==> src/rtl/memory_stage_pkg.sv <==
// memory_stage shared opcodes, state encodings and decode helpers.
// MS_SUBWORD_EN adds byte/half loads and stores to the memory op set.
package memory_stage_pkg;

  localparam int OPCODE_WIDTH = 6;
  localparam int DWIDTH       = 32;
  localparam int AWIDTH       = 5;

  localparam logic [5:0] OP_LW  = 6'h23;
  localparam logic [5:0] OP_SW  = 6'h2B;
  localparam logic [5:0] OP_LB  = 6'h20;
  localparam logic [5:0] OP_LBU = 6'h24;
  localparam logic [5:0] OP_LH  = 6'h21;
  localparam logic [5:0] OP_LHU = 6'h25;
  localparam logic [5:0] OP_SB  = 6'h28;
  localparam logic [5:0] OP_SH  = 6'h29;

  localparam logic [0:0] MS_IDLE = 1'b0;
  localparam logic [0:0] MS_WAIT = 1'b1;

  typedef struct packed {
    logic [OPCODE_WIDTH-1:0] opcode;
    logic [AWIDTH-1:0]       rd;
  } ms_txn_t;

  function automatic logic is_mem_op(
    input logic [5:0] op
  );
`ifdef MS_SUBWORD_EN
    return op inside {OP_LW, OP_SW, OP_LB, OP_LBU,
                      OP_LH, OP_LHU, OP_SB, OP_SH};
`else
    return (op == OP_LW) || (op == OP_SW);
`endif
  endfunction

  function automatic logic is_store(
    input logic [5:0] op
  );
    return op inside {OP_SW, OP_SB, OP_SH};
  endfunction

  function automatic logic is_misaligned(
    input logic [5:0] op,
    input logic [1:0] off
  );
    logic r;
    r = 1'b0;
    unique case (1'b1)
      (op == OP_LW) || (op == OP_SW): r = (off != 2'b00);
      op inside {OP_LH, OP_LHU, OP_SH}: r = off[0];
      default: r = 1'b0;
    endcase
    return r;
  endfunction

endpackage

==> src/rtl/memory_stage_if.sv <==
// Data-memory req/ack port between memory_stage and the memory.
// Request fields are held stable while mem_req is high.
interface memory_stage_if;
  import memory_stage_pkg::*;

  logic              mem_req;
  logic              mem_we;
  logic [DWIDTH-1:0] mem_addr;
  logic [DWIDTH-1:0] mem_wdata;
  logic [3:0]        mem_be;
  logic              mem_ack;
  logic [DWIDTH-1:0] mem_rdata;

  modport master (
    output mem_req, mem_we, mem_addr,
    output mem_wdata, mem_be,
    input  mem_ack, mem_rdata
  );

  modport slave (
    input  mem_req, mem_we, mem_addr,
    input  mem_wdata, mem_be,
    output mem_ack, mem_rdata
  );
endinterface

==> src/rtl/memory_stage_mem_align.sv <==
// Byte-lane helper: store be/replication and load extract/extend.
// Only instantiated when MS_SUBWORD_EN is defined.
module memory_stage_mem_align
  import memory_stage_pkg::*;
(
  input  logic [5:0]        st_op,
  input  logic [1:0]        st_off,
  input  logic [DWIDTH-1:0] st_data,
  input  logic [5:0]        ld_op,
  input  logic [1:0]        ld_off,
  input  logic [DWIDTH-1:0] ld_raw,
  output logic [3:0]        be,
  output logic [DWIDTH-1:0] st_lanes,
  output logic [DWIDTH-1:0] ld_data
);

  logic [DWIDTH-1:0] sh;

  always_comb begin
    be       = 4'hF;
    st_lanes = st_data;
    unique case (1'b1)
      st_op == OP_SB: begin
        be       = 4'b0001 << st_off;
        st_lanes = {4{st_data[7:0]}};
      end
      st_op == OP_SH: begin
        be       = st_off[1] ? 4'b1100 : 4'b0011;
        st_lanes = {2{st_data[15:0]}};
      end
      default: ;
    endcase
  end

  always_comb begin
    sh      = ld_raw >> {ld_off, 3'b000};
    ld_data = ld_raw;
    unique case (1'b1)
      ld_op == OP_LB:  ld_data = {{24{sh[7]}}, sh[7:0]};
      ld_op == OP_LBU: ld_data = {24'd0, sh[7:0]};
      ld_op == OP_LH:  ld_data = {{16{sh[15]}}, sh[15:0]};
      ld_op == OP_LHU: ld_data = {16'd0, sh[15:0]};
      default: ;
    endcase
  end

endmodule

==> src/rtl/memory_stage.sv <==
// Memory pipeline stage: retires ALU ops, runs LW/SW over req/ack.
// MS_SUBWORD_EN enables LB/LBU/LH/LHU/SB/SH via memory_stage_mem_align.
module memory_stage
  import memory_stage_pkg::*;
#(
  parameter int MEM_TIMEOUT = 255
) (
  input  logic                    ms_i_clk,
  input  logic                    ms_i_rst,
  input  logic                    ms_i_ce,
  input  logic [OPCODE_WIDTH-1:0] ms_i_opcode,
  input  logic [DWIDTH-1:0]       ms_i_alu_value,
  input  logic [DWIDTH-1:0]       ms_i_data_rt,
  input  logic [AWIDTH-1:0]       ms_i_addr_rd,
  output logic                    ms_o_stall,
  memory_stage_if.master          mem,
  output logic                    ms_o_ce,
  output logic                    ms_o_reg_we,
  output logic [DWIDTH-1:0]       ms_o_wb_data,
  output logic [AWIDTH-1:0]       ms_o_addr_rd,
  output logic [OPCODE_WIDTH-1:0] ms_o_opcode,
  output logic                    ms_o_misalign,
  output logic                    ms_o_timeout
);

  localparam int CW = (MEM_TIMEOUT > 0) ?
    $clog2(MEM_TIMEOUT + 1) : 1;
  localparam logic [CW-1:0] CNT_LAST = CW'(MEM_TIMEOUT - 1);

  logic [0:0]        state;
  logic [CW-1:0]     cnt;
  ms_txn_t           txn;
  logic              op_mem;
  logic              op_mis;
  logic              expire;
  logic [3:0]        be_next;
  logic [DWIDTH-1:0] wdata_next;
  logic [DWIDTH-1:0] ld_data;

  assign op_mem = is_mem_op(ms_i_opcode);
  assign op_mis = op_mem &&
    is_misaligned(ms_i_opcode, ms_i_alu_value[1:0]);
  assign expire = (MEM_TIMEOUT != 0) && (cnt == CNT_LAST);
  assign ms_o_stall = (state == MS_WAIT);

`ifdef MS_SUBWORD_EN
  logic [1:0] ld_off;

  always_ff @(posedge ms_i_clk or posedge ms_i_rst) begin
    if (ms_i_rst)
      ld_off <= 2'b00;
    else if (state == MS_IDLE && ms_i_ce)
      ld_off <= ms_i_alu_value[1:0];
  end

  memory_stage_mem_align u_align (
    .st_op    (ms_i_opcode),
    .st_off   (ms_i_alu_value[1:0]),
    .st_data  (ms_i_data_rt),
    .ld_op    (txn.opcode),
    .ld_off   (ld_off),
    .ld_raw   (mem.mem_rdata),
    .be       (be_next),
    .st_lanes (wdata_next),
    .ld_data  (ld_data)
  );
`else
  assign be_next    = 4'hF;
  assign wdata_next = ms_i_data_rt;
  assign ld_data    = mem.mem_rdata;
`endif

  always_ff @(posedge ms_i_clk or posedge ms_i_rst) begin
    if (ms_i_rst) begin
      state         <= MS_IDLE;
      cnt           <= '0;
      txn           <= '0;
      mem.mem_req   <= 1'b0;
      mem.mem_we    <= 1'b0;
      mem.mem_addr  <= '0;
      mem.mem_wdata <= '0;
      mem.mem_be    <= 4'h0;
      ms_o_ce       <= 1'b0;
      ms_o_reg_we   <= 1'b0;
      ms_o_wb_data  <= '0;
      ms_o_addr_rd  <= '0;
      ms_o_opcode   <= '0;
      ms_o_misalign <= 1'b0;
      ms_o_timeout  <= 1'b0;
    end else begin
      ms_o_ce       <= 1'b0;
      ms_o_misalign <= 1'b0;
      unique case (state)
        MS_IDLE: begin
          if (ms_i_ce && op_mem && !op_mis) begin
            state         <= MS_WAIT;
            cnt           <= '0;
            txn.opcode    <= ms_i_opcode;
            txn.rd        <= ms_i_addr_rd;
            mem.mem_req   <= 1'b1;
            mem.mem_we    <= is_store(ms_i_opcode);
            mem.mem_addr  <= {ms_i_alu_value[31:2], 2'b00};
            mem.mem_wdata <= wdata_next;
            mem.mem_be    <= be_next;
          end else if (ms_i_ce) begin
            ms_o_ce      <= 1'b1;
            ms_o_opcode  <= ms_i_opcode;
            ms_o_addr_rd <= ms_i_addr_rd;
            if (op_mis) begin
              ms_o_reg_we   <= 1'b0;
              ms_o_wb_data  <= '0;
              ms_o_misalign <= 1'b1;
            end else begin
              ms_o_reg_we  <= (ms_i_addr_rd != '0);
              ms_o_wb_data <= ms_i_alu_value;
            end
          end
        end
        MS_WAIT: begin
          // an ack arriving on the expiry cycle still completes normally
          if (mem.mem_ack || expire) begin
            state        <= MS_IDLE;
            mem.mem_req  <= 1'b0;
            ms_o_ce      <= 1'b1;
            ms_o_opcode  <= txn.opcode;
            ms_o_addr_rd <= txn.rd;
            ms_o_reg_we  <= 1'b0;
            ms_o_wb_data <= '0;
            if (!mem.mem_ack) begin
              ms_o_timeout <= 1'b1;
            end else if (!is_store(txn.opcode)) begin
              ms_o_reg_we  <= (txn.rd != '0);
              ms_o_wb_data <= ld_data;
            end
          end else begin
            cnt <= cnt + 1'b1;
          end
        end
        default: state <= MS_IDLE;
      endcase
    end
  end

endmodule

==> src/flat_wrapper.sv <==
// flat-port wrapper written by rule: the top's interface ports become plain ports
module memory_stage_flat import memory_stage_pkg::*;
#(
  parameter int MEM_TIMEOUT = 255
)
  (ms_i_clk, ms_i_rst, ms_i_ce, ms_i_opcode, ms_i_alu_value, ms_i_data_rt, ms_i_addr_rd, ms_o_stall, ms_o_ce, ms_o_reg_we, ms_o_wb_data, ms_o_addr_rd, ms_o_opcode, ms_o_misalign, ms_o_timeout, mem_mem_req, mem_mem_we, mem_mem_addr, mem_mem_wdata, mem_mem_be, mem_mem_ack, mem_mem_rdata);
  memory_stage_if mem_i ();
  input  logic ms_i_clk;
  input  logic ms_i_rst;
  input  logic ms_i_ce;
  input  logic [OPCODE_WIDTH-1:0] ms_i_opcode;
  input  logic [DWIDTH-1:0] ms_i_alu_value;
  input  logic [DWIDTH-1:0] ms_i_data_rt;
  input  logic [AWIDTH-1:0] ms_i_addr_rd;
  output logic ms_o_stall;
  output logic ms_o_ce;
  output logic ms_o_reg_we;
  output logic [DWIDTH-1:0] ms_o_wb_data;
  output logic [AWIDTH-1:0] ms_o_addr_rd;
  output logic [OPCODE_WIDTH-1:0] ms_o_opcode;
  output logic ms_o_misalign;
  output logic ms_o_timeout;
  output wire logic [$bits(mem_i.mem_req)-1:0] mem_mem_req;
  output wire logic [$bits(mem_i.mem_we)-1:0] mem_mem_we;
  output wire logic [$bits(mem_i.mem_addr)-1:0] mem_mem_addr;
  output wire logic [$bits(mem_i.mem_wdata)-1:0] mem_mem_wdata;
  output wire logic [$bits(mem_i.mem_be)-1:0] mem_mem_be;
  input wire logic [$bits(mem_i.mem_ack)-1:0] mem_mem_ack;
  input wire logic [$bits(mem_i.mem_rdata)-1:0] mem_mem_rdata;
  assign mem_mem_req = mem_i.mem_req;
  assign mem_mem_we = mem_i.mem_we;
  assign mem_mem_addr = mem_i.mem_addr;
  assign mem_mem_wdata = mem_i.mem_wdata;
  assign mem_mem_be = mem_i.mem_be;
  assign mem_i.mem_ack = mem_mem_ack;
  assign mem_i.mem_rdata = mem_mem_rdata;
  memory_stage #(.MEM_TIMEOUT(MEM_TIMEOUT)) u_core (.ms_i_clk(ms_i_clk), .ms_i_rst(ms_i_rst), .ms_i_ce(ms_i_ce), .ms_i_opcode(ms_i_opcode), .ms_i_alu_value(ms_i_alu_value), .ms_i_data_rt(ms_i_data_rt), .ms_i_addr_rd(ms_i_addr_rd), .ms_o_stall(ms_o_stall), .mem(mem_i), .ms_o_ce(ms_o_ce), .ms_o_reg_we(ms_o_reg_we), .ms_o_wb_data(ms_o_wb_data), .ms_o_addr_rd(ms_o_addr_rd), .ms_o_opcode(ms_o_opcode), .ms_o_misalign(ms_o_misalign), .ms_o_timeout(ms_o_timeout));
endmodule
==> config.mk <==
export PLATFORM = sky130hd
export DESIGN_NAME = memory_stage_flat
export DESIGN_NICKNAME = d
export VERILOG_FILES = /design/src/rtl/memory_stage_pkg.sv /design/src/rtl/memory_stage_if.sv /design/src/rtl/memory_stage_mem_align.sv /design/src/rtl/memory_stage.sv /design/src/flat_wrapper.sv
export SDC_FILE = /design/constraint.sdc
export NUM_CORES = 1
export LEC_CHECK = 0
export ABC_AREA = 1
export CAP_MARGIN = 40
export CORE_MARGIN = 5
export CORE_UTILIZATION = 45
export CTS_CLUSTER_DIAMETER = 80
export DETAILED_ROUTE_END_ITERATION = 10
export PLACE_DENSITY = 0.81
export RECOVER_POWER = 25
export SKIP_CTS_REPAIR_TIMING = 1
export SLEW_MARGIN = 20
export SYNTH_ARGS = -nofsm -noshare
export SYNTH_HDL_FRONTEND = slang
export SYNTH_SLANG_ARGS = --single-unit
==> constraint.sdc <==
create_clock -name ms_i_clk -period 6.05 [get_ports ms_i_clk]
set_input_delay 0.605 -clock ms_i_clk [delete_from_list [all_inputs] [get_ports ms_i_clk]]
set_output_delay 0.605 -clock ms_i_clk [all_outputs]
set_load 0.03 [all_outputs]
After elaboration in Yosys (flattened, before gate mapping)
Index checks and enable logic that the tools add are counted.
Cells by class
  $add $sub $neg: 1
  order comparisons: 0
  shifts and indexed selects: 0
  reduce and logical (&&, ||, !) cells: 17
  eq/ne operators: 15
  bitwise gates (word level): 2
  mux-type cells: 40
  multiply operators: 0
  divide/modulo/power cells: 0
Operators by type and width (count)
  32-bit two-way mux: 6
  32-bit one-hot mux with 2 select lines: 1
  6-bit == test (second input constant): 9
  6-bit two-way mux: 3
  1-bit two-way mux: 17
  8-bit two-way mux: 2
  8-bit one-hot mux with 2 select lines: 1
  5-bit two-way mux: 3
  6-bit one-hot mux with 2 select lines: 1
  1-bit one-hot mux with 2 select lines: 5
  5-bit one-hot mux with 2 select lines: 1
  5-bit nonzero test: 2
  3-bit nonzero test: 3
  8-bit by 1-bit adder with 8-bit output (second input constant): 1
  8-bit == test (second input constant): 1
  2-bit != test (second input constant): 4
  2-bit AND reduction: 3
  3-bit AND reduction: 2
  1-bit logical AND: 3
  1-bit logical OR: 2
  2-bit by 1-bit != test with 1-bit output (second input constant): 1
  1-bit inverter: 2
  2-bit nonzero test: 1
  1-bit zero test: 1
Word-level totals
  latch bits: 0
  memory bits (writable): 0
  input bits: 111
  output and inout port bits: 118
  ROM bits: 0
  register bits: 132
  word-level logic and storage cells: 91
  memories kept: 0

Logic depth before layout (Yosys ltp)
Gate-level depths: netlist of the first run.
  depth in word-level cells: 8
  mapped depth: 11
  mapped depth without buffers: 10

Worst setup path after synthesis of the first run
OpenSTA, ideal clock, no wires.
  kind: in2reg
  from: input ms_i_alu_value[0]
  to: register u_core.cnt[5]
  path slack: 4.426 ns
  setup time: 0.117 ns
  cell stages on the path: 7
  buffers on the path: 2
  required time: 5.933 ns
  arrival time: 1.507 ns
  cells stage by stage: or2_1 -> nor2_2 -> nand3_2 -> buf_6 -> buf_2 -> nand3_1 -> nand2_1
On the way
  cells in the longest elaborated chain, start to end: 7
Ends and longest elaborated chain
  start: declaration: RTL line flat_wrapper.sv:12  | input logic [DWIDTH-1:0] ms_i_alu_value;
  2-bit nonzero test: RTL line memory_stage_pkg.sv:50  | (op == OP_LW) || (op == OP_SW): r = (off != 2'b00);
  1-bit one-hot mux with 2 select lines *: RTL line memory_stage_pkg.sv:49  | unique case (1'b1)
  1-bit logical AND *: RTL line memory_stage.sv:41  | assign op_mis = op_mem &&
  1-bit zero test *: RTL line memory_stage.sv:95  | if (ms_i_ce && op_mem && !op_mis) begin
  1-bit logical AND *: RTL line memory_stage.sv:95
  2-bit by 1-bit != test with 1-bit output (no source line) *
  2-bit AND reduction (no source line) *
  end signal: assignment: RTL line memory_stage.sv:136  | cnt <= cnt + 1'b1;
  end: declaration: RTL line memory_stage.sv:31  | logic [CW-1:0] cnt;
Mark *: on every way between the ends. The rest lies on a longest branch, timed or not.
A chain may end at the register's enable or synchronous reset.

==> results of run 1 <==
## path summary, 6_finish.rpt
kind                                                   from  slack [ps]                                   end
worst max-delay path                               ms_i_rst        2840   u_core.ms_o_wb_data[26]$_DFFE_PP0P_
max in group ms_i_clk           u_core.ms_o_stall$_DFF_PP0_        3480                            ms_o_stall
worst min-delay path              u_core.txn[5]$_DFFE_PP0P_         470             u_core.txn[5]$_DFFE_PP0P_
worst min register to register    u_core.txn[5]$_DFFE_PP0P_         470             u_core.txn[5]$_DFFE_PP0P_
worst max register to register  u_core.ms_o_stall$_DFF_PP0_        3830             u_core.cnt[7]$_DFFE_PP0P_
min in group asynchronous                          ms_i_rst        1550  u_core.mem.mem_wdata[25]$_DFFE_PP0P_
## placed cells by master (no fill, tap or decap), types with 2 or more instances in the layout
cell / Yosys / routed
o21ai_0: 38 / 38
bufinv_16: 0 / 2
clkbuf_8: 0 / 3
dfrtp_1: 132 / 131
buf_16: 0 / 2
clkbuf_16: 0 / 17
o21ai_1: 11 / 11
inv_1: 56 / 55
buf_4: 7 / 2
conb_1: 1 / 2
nand4_1: 4 / 4
nor2_1: 49 / 50
clkdlybuf4s50_1: 0 / 225
nand2_2: 2 / 2
nand3_1: 92 / 92
inv_2: 2 / 2
ha_1: 2 / 2
nand2_1: 336 / 336
or2_2: 2 / 2
clkbuf_1: 12 / 9
nand2_4: 3 / 3
## power groups by stage
stage | clock network [mW] | registers, mW | logic [mW]
floorplan | 0 | 1.14 | 0.143
finish | 0.994 | 1.00 | 0.518
global placement | 0 | 1.02 | 0.512
global route | 1.05 | 1.01 | 0.555
CTS | 1.01 | 1.00 | 0.521
detailed placement | 0 | 1.02 | 0.519
## synth_stat cells
cell      count
nor3_1        1
o21ai_0      38
buf_2        20
or2_2         2
a31o_2        1
conb_1        1
ha_1          2
nor2_2        2
inv_1        56
dfrtp_1     132
buf_6         9
or2_1         1
nand3_1      92
nand3b_1      1
nor2_1       49
inv_2         2
nand3_2       1
nor2_4        1
nand4_1       4
clkbuf_1     12
o21bai_1      1
nand2_4       3
nand2_1     336
nand2_2       2
nand2_8       1
buf_4         7
o21ai_1      11
## state kept, by name, indices dropped and copies added (netlist names)
signal / count
u_core.ms_o_opcode: 6
u_core.ms_o_ce: 1
u_core.ms_o_stall: 1
u_core.ms_o_timeout: 1
u_core.mem.mem_addr: 30
u_core.mem.mem_req: 1
u_core.mem.mem_we: 1
u_core.ms_o_wb_data: 32
u_core.ms_o_misalign: 1
u_core.ms_o_reg_we: 1
u_core.ms_o_addr_rd: 5
u_core.mem.mem_wdata: 32
u_core.cnt: 8
u_core.mem.mem_be: 1
u_core.txn: 11
## cell type report
class,count,area [µm²]
clock buffer,27,493
multi-input combinational,551,2360
clock inverter,4,72.6
sequential,132,3300
antenna,1,2.50
fill,1106,4300
tap,176,220
timing repair buffer,234,2370
inverter,58,219
## worst reg2reg max path, cell delays in order (launching register included)
cell and delay [ps]:
dfrtp_2 580, buf_12 250, inv_2 170, nand3_4 130
buf_4 400, buf_16 300, nand2_1 150, nand2_1 100
nand2_1 50
## logic make-up after synthesis
| logic type | count (synthesis) | share of synthesized area |
|---|---|---|
| AO/OA/AOI/OAI | 51 | 0.0424 |
| flip-flops | 132 | 0.535 |
| buffers and inverters | 106 | 0.0837 |
| AND/OR/NAND/NOR | 496 | 0.334 |
| other | 1 | 0.000608 |
| adder cells (fa/ha/maj) | 2 | 0.00405 |
## routing by layer
metal	up-vias	global-route usage
met5	-	0
met4	0	0.0688
met3	15	0.0885
met2	256	0.345
met1	2736	0.291
li1	2855	-
==> results.md, run 1 <==
- Worst Path Arrival: 3780 ps
- Post-synth top area share: 0.535
- TritonCTS clock tree: yes
- Row cnt: 42
- Final hold violations: 0
- Post-place setup slack: 3310 ps
- H-tree levels: 4
- Max layer used: met4
- Detail Route Antenna Nets: 0
- Vias in the first global route: about 5600
- Cell Count, Final, Fillers Out: about 1200
- Top cell type by total area after synthesis: dfrtp_1
- Syn Area/Cell: 7.83 µm²
- Static Leak: roughly 4.6 nW
- Area post-placement: about 0.0085 mm²
- Clk_lat worst skew: ~400 ps
- Num CTS Buffers: 17
- Final setup fails: 0
- Crit path depth: 4
- Cells after Synth: between 700 and 800
- DIE AREA: about 0.016 mm²
- VDD IR max: a little under 200 µV
- Max incr delay on CP: 1770 ps
- CP Capture Type: asynchronous set/reset pin
- Post-synthesis cell area: slightly above 0.006 mm²
- Drt wl/cell: ~15 µm
- Max-Cap Viols: 1
- Share of layout cells above drive strength 1: 0.0457
- Worst hold path depth: 2
- Slowest CP cell: clkinvlp_2
- Worst Path Buf+Inv: 4
- Wl on met1: approximately 7.8 mm
- Int Power: 1.82 mW
- Clk pwr share: 0.395
- Post-DP HPWL: 12.4 mm
- Number of synthesized register bits: 132
- Critical Path Source Type: primary input
- Final hold slack: approximately 470 ps
- Period utilisation layout: 0.530
- Clock Path Buffers: 2
- Post-synth cell types: 27
- Placed cell count: approximately 1200
- Die W: approximately 130 µm
- Height of the die: around 130 µm
- Critical Path RT: between 6000 and 7000 ps
- Via-to-Cell Ratio: between 4 and 5
- # clock sinks: ~130
- Worst R2R Path Depth: 8
- Area Overhead vs Synth: 46.6%
- Final instance area: 0.00905 mm²
- Design Power: approximately 2.5 mW
- Clk root buf: clkbuf_16
- Critical Path Fanout Max: between 70 and 80
- Relative slew slack: -1.12
- CTS clk-pin slew, worst paths: around 50 ps
- Drt pass-1 iters: 5
- Period minus WS final: approximately 3200 ps
- Worst hold path type: reg -> reg
- Top delay family on crit path: buffers and inverters
- Critical path type: in -> async
- Final Core Density: 0.678
- Post-Route WL: roughly 18 mm
- Sw Pwr: 694 µW
- Slew at the pin closest to its max-slew limit: between 3000 and 4000 ps
- Pins Over Slew Limit: 73
- Clock skew: 9.81 ps
- Syn. warnings: 0
- Critical-path cell list: dlygate4sd3_1 -> clkinvlp_2 -> clkbuf_1 -> buf_16
- Sw Ratio: 0.276
- NumNets Final: around 1100
- WL met2: between 8 and 9 mm
- Remaining global-route overflow: 0
- DR vias: ~5900
- IO Count: between 200 and 250
- Gpl congestion: 0.790
- Global-route wire length before repair: roughly 29 mm
- Starting DRT DRC Count: slightly below 500
- Core footprint: about 0.013 mm²
- Largest net degree at the start of global routing: 73
- Top post-synthesis cells by area: dfrtp_1 (54%), nand2_1 (20%), nand3_1 (7.5%), inv_1 (3.4%), o21ai_0 (3.1%)
- Initial antenna violation count: 1
- Fin worst setup slack: approximately 2800 ps
- RSZ-0062 raised after global routing: no
- Sequential Power Share: 0.399
- Violated checks: capacitance limit, slew limit
- F_max: ~310 MHz
- Setup TNS: 0 ps
- Fraction of the yosys area taken by sequential cells: 0.535
- Power per cell area: ~280 mW/mm²
- Port Buf Inserts: around 230
- Wire length on met3: approximately 1.9 mm
- Initial Utilization: 0.462
- Gr usage total: 0.223
- Post-route DRC: 0
- Status: finished, violations left
- Combinational Power Share: 0.206
Power figures use the tool's default switching activity.
==> inputs of run 2 (changes only) <==
- CORE_UTILIZATION: 45 -> 40
- PLACE_DENSITY: 0.81 -> 0.76
- clock period: 6.05 -> 2.8 ns (I/O delays scaled with it)
==> run 2 against run 1 <==
  * The flow still finishes with violations (capacitance limit, slew limit)
  * Utilization decreased by 7.5 points
  * Die area increased by 11%
  * Global-route usage decreased by 1.7 points
  * Clock-buffer cell count decreased by 9
  * Routed wire length increased by 3.8%
  * Combinational power increased by 120%
  * Cell area increased by 0.93%
  * First-iteration DRC count decreased by 30%
  * Clock power increased by 130%
==> results.md, run 2 (same netlist as run 1, synthesis figures left out) <==
- Initial antenna violation count: 0 (was 1)
- VDD IR max: 392 µV (was 198 µV)
- Worst Path Arrival: 2200 ps (was 3780 ps)
- Antenna diode count: 0 (was 1)
- Num CTS Buffers: 17 (unchanged)
- Largest regs: u_core.mem.mem_wdata (32), u_core.ms_o_wb_data (32), u_core.mem.mem_addr (30) (unchanged)
- Share of layout cells above drive strength 1: 0.0612 (was 0.0457)
- Final Core Density: 0.603 (was 0.678)
- Pins Over Slew Limit: 61 (was 73)
- Max-Cap Viols: 1 (unchanged)
- Critical Path Fanout Max: 35 (was 72)
- Setup crit start: u_core.ms_o_stall$_DFF_PP0_ (was ms_i_rst)
- Post-route DRC: 0 (unchanged)
- Critical path type: reg -> out (was in -> async)
- Period utilisation layout: 0.886
- Relative slew slack: -0.00697 (was -1.12)
- Clock skew: 7.40 ps (was 9.81 ps)
- Port Buf Inserts: 226 (unchanged)
- Clk root buf: clkbuf_16 (unchanged)
- Die W: 134 µm (was 127 µm)
- Status: finished, violations left (unchanged)
- Via-to-Cell Ratio: 4.86 (was 4.96)
- Worst R2R Setup Slack: 700 ps (was 3830 ps)
- # clock sinks: 132 (unchanged)
- RSZ-0062 raised after global routing: no (unchanged)
- Core footprint: 0.0151 mm² (was 0.0133 mm²)
- Setup TNS: 0 ps (unchanged)
- Height of the die: 134 µm (was 127 µm)
- F_max: 403 MHz
- Worst R2R Path Depth: 6 (was 8)
- CP Capture Type: output port (was asynchronous set/reset pin)
- Starting DRT DRC Count: 344 (was 493)
- Area Overhead vs Synth: 47.9% (was 46.6%)
- Row cnt: 45 (was 42)
- Gpl congestion: 0.817 (was 0.790)
- Power per cell area: 614 mW/mm² (was 278 mW/mm²)
- Initial Utilization: 0.408 (was 0.462)
- Worst r2r dst: u_core.ms_o_wb_data[20]$_DFFE_PP0P_ (was u_core.cnt[7]$_DFFE_PP0P_)
- DIE AREA: 0.0180 mm² (was 0.0162 mm²)
- Violated checks: capacitance limit, slew limit (unchanged)
- IO Count: 229 (unchanged)
- Largest net degree at the start of global routing: 65 (was 73)
- Most frequent cells in the layout: nand2_1 (336), clkdlybuf4s50_1 (225), dfrtp_1 (131), nand3_1 (92), inv_1 (55) (unchanged)
- Global-route wire length before repair: 29.6 mm (was 28.7 mm)
- Layout fillers: 1364 (was 1106)
- Remaining global-route overflow: 0 (unchanged)
- H-tree levels: 4 (unchanged)
- Critical Path RT: 2520 ps (was 6630 ps)
- Drt pass-1 iters: 5 (unchanged)
- Reg2reg start: u_core.ms_o_stall$_DFF_PP0_ (unchanged)
- Commonest non-fill, non-tap cell in the layout: nand2_1 (unchanged)
- Gr usage total: 0.206 (was 0.223)
- Period minus WS final: between 2000 and 2500 ps
- Slew at the pin closest to its max-slew limit: 1510 ps (was 3160 ps)
- Area post-placement: 0.00855 mm² (was 0.00847 mm²)
- Post-DP HPWL: 12.9 mm (was 12.4 mm)
- TritonCTS clock tree: yes (unchanged)
- Clk_lat worst skew: 410 ps (about the same)
- NumNets Final: 1113 (was 1107)
- Static Leak: 4.62 nW (was 4.58 nW)
- Clock Path Buffers: 2 (unchanged)
- Vias in the first global route: 5762 (was 5593)
- Post-Route WL: 18.6 mm (was 17.9 mm)
- Critical Path Source Type: register (was primary input)
- DR vias: 5834 (was 5862)
- Final hold violations: 0 (unchanged)
- Final setup fails: 0 (unchanged)
- Final instance area: 0.00913 mm² (was 0.00905 mm²)
- Detail Route Antenna Nets: 0 (unchanged)
- Worst hold path type: in -> async (was reg -> reg)
- Setup crit end: ms_o_stall (was u_core.ms_o_wb_data[26]$_DFFE_PP0P_)
- Drt wl/cell: 15.5 µm (was 15.2 µm)
- CTS clk-pin slew, worst paths: 60 ps (was 50 ps)
[run 2: cell count changes in the layout (fill, tap and decap cells not counted), sizes merged]
| cell | before | now |
|---|---|---|
| clkinv | 1 | 6 |
| bufinv | 2 | 3 |
| buf | 6 | 11 |
| clkbuf | 29 | 21 |
| diode | 1 | 0 |
| inv | 57 | 59 |
| clkinvlp | 2 | 4 |
[run 2: how the worst min path moves through the flow]
| stage | startpoint | endpoint | slack, ps | cells past startpoint |
|---|---|---|---|---|
| 3_5_place_dp | u_core.txn[5]$_DFFE_PP0P_ | u_core.txn[5]$_DFFE_PP0P_ | 460 | 2 |
| 6_report | ms_i_rst | u_core.mem.mem_addr[24]$_DFFE_PP0P_ | 360 | 2 |
| 3_3_place_gp | u_core.txn[5]$_DFFE_PP0P_ | u_core.txn[5]$_DFFE_PP0P_ | 440 | 2 |
| 5_1_grt | ms_i_rst | u_core.mem.mem_addr[24]$_DFFE_PP0P_ | 370 | 2 |
| 4_1_cts | ms_i_rst | u_core.mem.mem_addr[24]$_DFFE_PP0P_ | 190 | 2 |
| 2_1_floorplan | ms_i_data_rt[0] | u_core.mem.mem_wdata[0]$_DFFE_PP0P_ | 390 | 2 |
[run 2: per-stage QoR]
stage	power, mW	setup slack (ps)	hold WS (ps)	std cells
floorplan	2.78	883	390	789
global placement	3.32	459	443	1168
detailed placement	3.33	602	457	1169
CTS	5.67	293	195	1201
global route	5.84	248	375	1201
finish	5.61	318	357	1201
[run 2: routing by layer]
metal	global-route usage	up-vias	wire length, µm	share of wire
li1	-	2866	-	-
met1	0.262	2705	8100	0.44
met2	0.324	244	8250	0.44
met3	0.0866	19	1990	0.11
met4	0.0594	0	266	0.014
met5	0	-	0	0
[run 2: where the power goes]
group	switching, mW	total, mW	internal, mW	leakage [nW]
registers	0.0990	2.17	2.07	1.70
logic	0.632	1.12	0.487	2.63
clock network	0.886	2.32	1.43	0.293
[run 2: cell type report]
class	instances	area (µm²)	share of cell area
Multi-Input combinational cell	551	2360	0.259
Clock inverter	14	179	0.0196
Inverter	58	219	0.0240
Timing Repair Buffer	240	2390	0.262
Clock buffer	18	439	0.0481
Sequential cell	132	3300	0.362
Tap cell	188	235	0.0258
[run 2: worst max-delay path, stage by stage, from the launching register on]
cell	delay, ps
dfrtp_2	580
buf_4	440
clkdlybuf4s50_1	770
